--- config.mk ---
export PLATFORM = sky130hd
export DESIGN_NAME = connect4_turn_controller
export DESIGN_NICKNAME = d
export VERILOG_FILES = /design/src/rtl/connect4_pkg.sv /design/src/rtl/column_height_tracker.sv /design/src/rtl/connect4_turn_controller.sv
export SDC_FILE = /design/constraint.sdc
export NUM_CORES = 1
export LEC_CHECK = 0
export CAP_MARGIN = 40
export CORE_ASPECT_RATIO = 2
export CORE_UTILIZATION = 45
export DETAILED_ROUTE_END_ITERATION = 6
export GPL_TIMING_DRIVEN = 0
export HOLD_SLACK_MARGIN = 0.03
export PLACE_DENSITY = 0.75
export SYNTH_ARGS = -nofsm -noshare
export SYNTH_HDL_FRONTEND = slang
export SYNTH_SLANG_ARGS = --single-unit
export TNS_END_PERCENT = 10
--- constraint.sdc ---
create_clock -name clk -period 6.5 [get_ports clk]
set_input_delay 0.975 -clock clk [delete_from_list [all_inputs] [get_ports clk]]
set_output_delay 0.975 -clock clk [all_outputs]
set_load 0.005 [all_outputs]
--- src/rtl/connect4_pkg.sv ---
// Shared Connect4 encodings: board size, exported state, game status and player codes.
package connect4_pkg;

    localparam int ROWS = 6;
    localparam int COLS = 7;

    // 2-bit state code seen by the LED status display
    typedef enum logic [1:0] {
        GAME_INIT = 2'b00,
        P1_TURN   = 2'b01,
        P2_TURN   = 2'b10,
        END_GAME  = 2'b11
    } game_state_e;

    typedef enum logic [1:0] {
        STILL_PLAYING = 2'b00,
        P1_WINS       = 2'b01,
        P2_WINS       = 2'b10,
        TIE           = 2'b11
    } game_status_e;

    // Player codes match the win-checker result codes and the P1_WINS/P2_WINS status codes
    typedef enum logic [1:0] {
        PLAYER_NONE = 2'b00,
        PLAYER_1    = 2'b01,
        PLAYER_2    = 2'b10
    } player_e;

    // Internal sequencer states
    typedef enum logic [2:0] {
        S_INIT,
        S_TURN,
        S_WRITE,
        S_CHECK,
        S_END
    } fsm_e;

    function automatic player_e other_player(input player_e p);
        return (p == PLAYER_1) ? PLAYER_2 : PLAYER_1;
    endfunction

endpackage

--- src/rtl/column_height_tracker.sv ---
// Per-column fill heights: one 3-bit counter per column, with an increment port,
// a synchronous clear, and the height/full flag of one selected column.
module column_height_tracker #(
    parameter int ROWS = connect4_pkg::ROWS,
    parameter int COLS = connect4_pkg::COLS
) (
    input  logic       clk,
    input  logic       rst_n,
    input  logic       clr,
    input  logic       inc,
    input  logic [2:0] inc_col,
    input  logic [2:0] sel_col,
    output logic [2:0] sel_height,
    output logic       sel_full
);

    logic [2:0] height_q [COLS];

    // Counter bank: clear wins over increment; out-of-range columns are never touched
    always_ff @(posedge clk or negedge rst_n) begin
        // NOTE: the heights sit in plain flops rather than a RAM, so the whole array takes the async reset.
        if (!rst_n) begin
            for (int i = 0; i < COLS; i++) height_q[i] <= '0;
        end else if (clr) begin
            for (int i = 0; i < COLS; i++) height_q[i] <= '0;
        end else if (inc && int'(inc_col) < COLS) begin
            // NOTE: sequential state uses <= so every flop sees the pre-edge values.
            height_q[inc_col] <= height_q[inc_col] + 3'd1;
        end
    end

    // Read port for the selected column; an out-of-range column reads as empty
    always_comb begin
        sel_height = '0;
        if (int'(sel_col) < COLS) sel_height = height_q[sel_col];
        sel_full = (sel_height == 3'(ROWS));
    end

endmodule

--- src/rtl/connect4_turn_controller.sv ---
// Connect4 game sequencer: validates drops, issues one board write per legal move,
// runs the win-checker handshake and decides turn swap, win or tie.
module connect4_turn_controller #(
    parameter int ROWS   = connect4_pkg::ROWS,
    parameter int COLS   = connect4_pkg::COLS,
    parameter int MOVE_W = 6
) (
    input  logic              clk,
    input  logic              rst_n,
    input  logic              start,
    input  logic              drop,
    input  logic [2:0]        col_sel,
    output logic              wr_en,
    output logic [2:0]        wr_row,
    output logic [2:0]        wr_col,
    output logic [1:0]        wr_player,
    output logic              check_req,
    input  logic              check_done,
    input  logic [1:0]        check_result,
    output logic [1:0]        state,
    output logic [1:0]        game_status,
    output logic [MOVE_W-1:0] move_count,
    output logic              illegal_move
);

    import connect4_pkg::*;

    localparam logic [MOVE_W-1:0] MAX_MOVES = MOVE_W'(ROWS * COLS);

    fsm_e              state_q, state_d;
    player_e           player_q;
    game_status_e      status_q, status_d;
    logic [2:0]        col_q;
    logic [MOVE_W-1:0] move_count_q;
    logic              illegal_q;

    logic       load_p1, toggle_player, latch_col, set_status, illegal_d, clr_game, inc_move;
    logic [2:0] sel_col, sel_height;
    logic       sel_full;

    // During the write the latched column is read; otherwise the requested column is checked
    assign sel_col = (state_q == S_WRITE) ? col_q : col_sel;

    column_height_tracker #(.ROWS(ROWS), .COLS(COLS)) u_heights (
        .clk        (clk),
        .rst_n      (rst_n),
        .clr        (clr_game),
        .inc        (inc_move),
        .inc_col    (col_q),
        .sel_col    (sel_col),
        .sel_height (sel_height),
        .sel_full   (sel_full)
    );

    // State register
    always_ff @(posedge clk or negedge rst_n) begin
        if (!rst_n) state_q <= S_INIT;
        else        state_q <= state_d;
    end

    // Next-state and control decode
    always_comb begin
        // NOTE: every signal written here gets a default first, so no branch can infer a latch.
        state_d       = state_q;
        status_d      = STILL_PLAYING;
        load_p1       = 1'b0;
        toggle_player = 1'b0;
        latch_col     = 1'b0;
        set_status    = 1'b0;
        illegal_d     = 1'b0;
        clr_game      = 1'b0;
        inc_move      = 1'b0;
        case (state_q)
            S_INIT: begin
                if (start) begin
                    load_p1 = 1'b1;
                    state_d = S_TURN;
                end
            end
            S_TURN: begin
                if (drop) begin
                    if (int'(col_sel) >= COLS || sel_full) begin
                        illegal_d = 1'b1;
                    end else begin
                        latch_col = 1'b1;
                        state_d   = S_WRITE;
                    end
                end
            end
            S_WRITE: begin
                inc_move = 1'b1;
                state_d  = S_CHECK;
            end
            S_CHECK: begin
                if (check_done) begin
                    if (check_result == player_q) begin
                        set_status = 1'b1;
                        status_d   = (player_q == PLAYER_1) ? P1_WINS : P2_WINS;
                        state_d    = S_END;
                    end else if (move_count_q == MAX_MOVES) begin
                        set_status = 1'b1;
                        status_d   = TIE;
                        state_d    = S_END;
                    end else begin
                        toggle_player = 1'b1;
                        state_d       = S_TURN;
                    end
                end
            end
            S_END: begin
                if (start) begin
                    clr_game = 1'b1;
                    state_d  = S_INIT;
                end
            end
            default: state_d = S_INIT;
        endcase
    end

    // Game bookkeeping: current player, latched column, move count, result and illegal pulse
    always_ff @(posedge clk or negedge rst_n) begin
        if (!rst_n) begin
            player_q     <= PLAYER_1;
            col_q        <= '0;
            move_count_q <= '0;
            status_q     <= STILL_PLAYING;
            illegal_q    <= 1'b0;
        end else begin
            illegal_q <= illegal_d;
            if (latch_col) col_q <= col_sel;
            if (clr_game || load_p1) player_q <= PLAYER_1;
            else if (toggle_player)  player_q <= other_player(player_q);
            if (clr_game)      move_count_q <= '0;
            else if (inc_move) move_count_q <= move_count_q + 1'b1;
            if (clr_game)        status_q <= STILL_PLAYING;
            else if (set_status) status_q <= status_d;
        end
    end

    // Output decode: write strobe and fields only during S_WRITE, exported 2-bit state
    always_comb begin
        wr_en     = (state_q == S_WRITE);
        wr_row    = wr_en ? sel_height : 3'd0;
        wr_col    = wr_en ? col_q : 3'd0;
        wr_player = wr_en ? player_q : PLAYER_NONE;
        check_req = (state_q == S_CHECK);
        case (state_q)
            S_INIT:  state = GAME_INIT;
            S_END:   state = END_GAME;
            default: state = (player_q == PLAYER_2) ? P2_TURN : P1_TURN;
        endcase
    end

    assign game_status  = status_q;
    assign move_count   = move_count_q;
    assign illegal_move = illegal_q;

endmodule

==> results_dict.tcl, run 1 <==
set metrics [dict create \
    status "complete, no violations" \
    final_core_util_pct 57.3 \
    setup_tns_ns 0 \
    cts_hold_buf 0 \
    crit_type "in -> out" \
    syn_area_per_cell_um2 9.26 \
    ioPinCount 31 \
    finClkSkew_ns 0.00963 \
    detail_route.wl_per_cell_um 17.9 \
    fp.coreArea_um2 4910 \
    start_util_pct 47.3 \
    drt-vias-per-instance 6.03 \
    tritoncts "built" \
    setup_viol 0 \
    fp.dieH_um 104 \
    cts_resized 0 \
    worstHoldPathType "reg -> reg" \
    place.gp.congestion 0.959 \
    end_kind "output pin" \
    core.rowCount 36 \
    clk_pin_slew_worst_paths_ns 0.08 \
    place_area_um2 2700 \
    ant_nets 0 \
    holdPathEnd "u_heights.height_q[17]" \
    drive_above_1_share_pct 10.4 \
    fin_crit_sh_pct 65.0 \
    vias 2079 \
    final_area_um2 2810 \
    cts_setup_buffers 0 \
    drtPass1Iterations 4 \
    crit_fanout 6 \
    finalMaxSlewViolations 0 \
    required_ns 5.52 \
    cp_data_arrival_time_ns 3.25 \
    areaGrowthSynthToFinish_pct 21.1 \
    cts_sinks 38 \
    fillers 440 \
    drt-total-wl_um 6160 \
    cts-root-buf "clkbuf_8" \
    syn_nets 264 \
    ys_types 52 \
    synth-seq-area-share_pct 41.0 \
    register_area_um2 952 \
    yosys_warnings 0 \
    startpoint_type "primary input" \
    dp_hpwl_um 4640 \
    relSlewSlack_pct 60.4 \
    htree_levels 2 \
    grt_max_degree 31 \
    worst_pin_slew_ns 0.594 \
    syn_area_um2 2320 \
    antenna_found_initial 0 \
    finalNetCount 301 \
    insertion_delay_ns 0.30 \
    min-delay-start "u_heights.height_q[17]" \
    final_hold_viol_count 0 \
    rsz0062_at_grt "no" \
    die_w_um 52.8 \
    grt_pass1_wl_um 10300 \
    synth_seq_cells 38 \
    timing.fmax_mhz 237 \
    synth_ff_type "dfrtp_1" \
    r2r_setup_slack_ns 3.46 \
    reg2reg_from "state_q[2]" \
    final_cell_mix "dfrtp_1, nand2_1, clkdlybuf4s50_1, o21ai_0, a21oi_1" \
    async_flop_share_pct 100 \
    cts_buffers 5 \
    peakVddDrop_mv 0.330 \
    dr.first_iter.drc_count 92 \
    portBuffers 29 \
    r2r_end "col_q[1]" \
    min_delay_path_depth 2 \
    netlist_instances 251 \
    p_leak_nw 1.20 \
    synth-edff-count 0 \
    min_period_ns 4.23 \
    clockBufferDepth 2 \
    p_per_area_nw_per_um2 507 \
    ff2ff_path_depth 9 \
    drv_cap 0 \
    multi_input_area_um2 1280 \
    mostFrequentLayoutCell "dfrtp_1" \
    die_area_um2 5470 \
    antenna_cells 0 \
    drc 0 \
    track_usage_pct 25.4 \
    overflow 0 \
    grt_pass1_vias 2151 \
]
==> power by group <==
group / internal [W] / switching, W / total (W) / leakage [nW]
sequential: 0.000354 / 0.000123 / 0.000477 / 0.445
combinational: 0.000343 / 0.000397 / 0.000740 / 0.698
clock: 0.000123 / 0.0000861 / 0.000209 / 0.0573
==> synthesized netlist by cell type, drive strengths merged, types with 2 or more instances <==
cell type,count,area share (%)
o221ai,2,0.75
a21oi,19,4.3
mux2i,13,5.9
ha,3,1.6
buf,5,1.7
nand2,29,4.7
a21o,2,0.65
mux2,6,2.9
clkbuf,8,1.3
a211oi,4,1.3
inv,7,1.1
nand2b,4,1.1
nand4,2,0.54
and3,2,0.54
nor3,6,1.3
nand3,16,3.4
and2,6,1.7
o21ai,26,5.6
nor2b,8,2.2
nor2,15,2.4
xnor2,3,1.1
xor2,4,1.5
dfrtp,37,40
nand3b,3,1.1
mux4,2,1.9
==> metal layers <==
metal / up-vias / GRT usage, % / share of wire [%]
met5: - / 0 / 0
met3: 21 / 3.96 / 3.7
met2: 66 / 43.9 / 56
li1: 974 / - / -
met4: 0 / 13.0 / 4.4
met1: 1018 / 28.4 / 36
==> cells by family (layout without fill, tap and decap cells) <==
group / Yosys count / count (layout) / share of synthesized area, %
muxes: 21 / 21 / 10.8
xor gates and xnor gates: 7 / 7 / 2.64
DFF: 38 / 38 / 41.0
buffers and inverters: 20 / 57 / 4.09
AOI/OAI and AO/OA: 62 / 62 / 17.3
adders and majority gates: 3 / 3 / 1.62
and+or+nand+nor: 100 / 100 / 22.6
==> worst max-delay path, stage by stage <==
cell             delay, ns
clkdlybuf4s50_1       0.51
a21oi_1               0.43
o21ai_0               0.20
a221oi_2              0.45
and2_1                0.19
clkdlybuf4s50_1       0.50
==> state kept, by name, summed over array words and instances (netlist names) <==
| name | cells |
|---|---|
| col_q | 3 |
| player_q | 2 |
| u_heights.height_q | 21 |
| move_count | 6 |
| game_status | 2 |
| state_q | 3 |
| illegal_move | 1 |
==> per-stage QoR <==
step | setup slack, ns | hold WS (ns) | std cells | total power, W
final | 2.27 | 0.520 | 345 | 0.00143
after global routing | 2.19 | 0.539 | 345 | 0.00153
after CTS | 2.32 | 0.521 | 345 | 0.00142
after detailed placement | 2.31 | 0.502 | 338 | 0.00121
after global placement | 2.27 | 0.486 | 337 | 0.00119
after floorplan | 3.43 | 0.465 | 251 | 0.000936
==> cell type report <==
type	instances	area share [%]
Tap cell	57	2.54
Buffer	13	2.45
Inverter	7	0.934
Multi-Input combinational cell	193	45.4
Timing Repair Buffer	30	10.9
Sequential cell	38	33.9
Clock inverter	1	1.07
Clock buffer	6	2.94
==> how the worst max path moves through the flow <==
stage	from	to	slack, ns
3_3_place_gp	col_sel[0]	wr_row[1]	2.27
6_report	col_sel[0]	wr_row[1]	2.27
3_5_place_dp	col_sel[0]	wr_row[1]	2.31
4_1_cts	col_sel[0]	wr_row[1]	2.32
2_1_floorplan	col_sel[2]	wr_row[0]	3.43
5_1_grt	col_sel[0]	wr_row[0]	2.19
No activity file was read; power rests on OpenSTA's default activity.
==> run 2: changes to the inputs <==
==> constraint.sdc (replaced) <==
create_clock -name clk -period 4.2 [get_ports clk]
set_input_delay 0.63 -clock clk [delete_from_list [all_inputs] [get_ports clk]]
set_output_delay 0.63 -clock clk [all_outputs]
set_load 0.005 [all_outputs]
==> results of run 2 <==
Same layout as run 1 (identical final DEF). Status: complete, no violations.
Among the figures that moved: setup slack after placement 2.31 ns -> 0.698 ns; clock-pin slew on the worst setup and hold paths 0.08 ns -> 0.07 ns; setup slack after layout 2.27 ns -> 0.491 ns; hold slack 0.520 ns -> 0.184 ns; start point of the critical path col_sel[0] -> state_q[2]; register-to-register setup slack 3.46 ns -> 1.16 ns; total power 0.00143 W -> 0.00221 W; worst IR drop on VDD 0.330 mV -> 0.510 mV
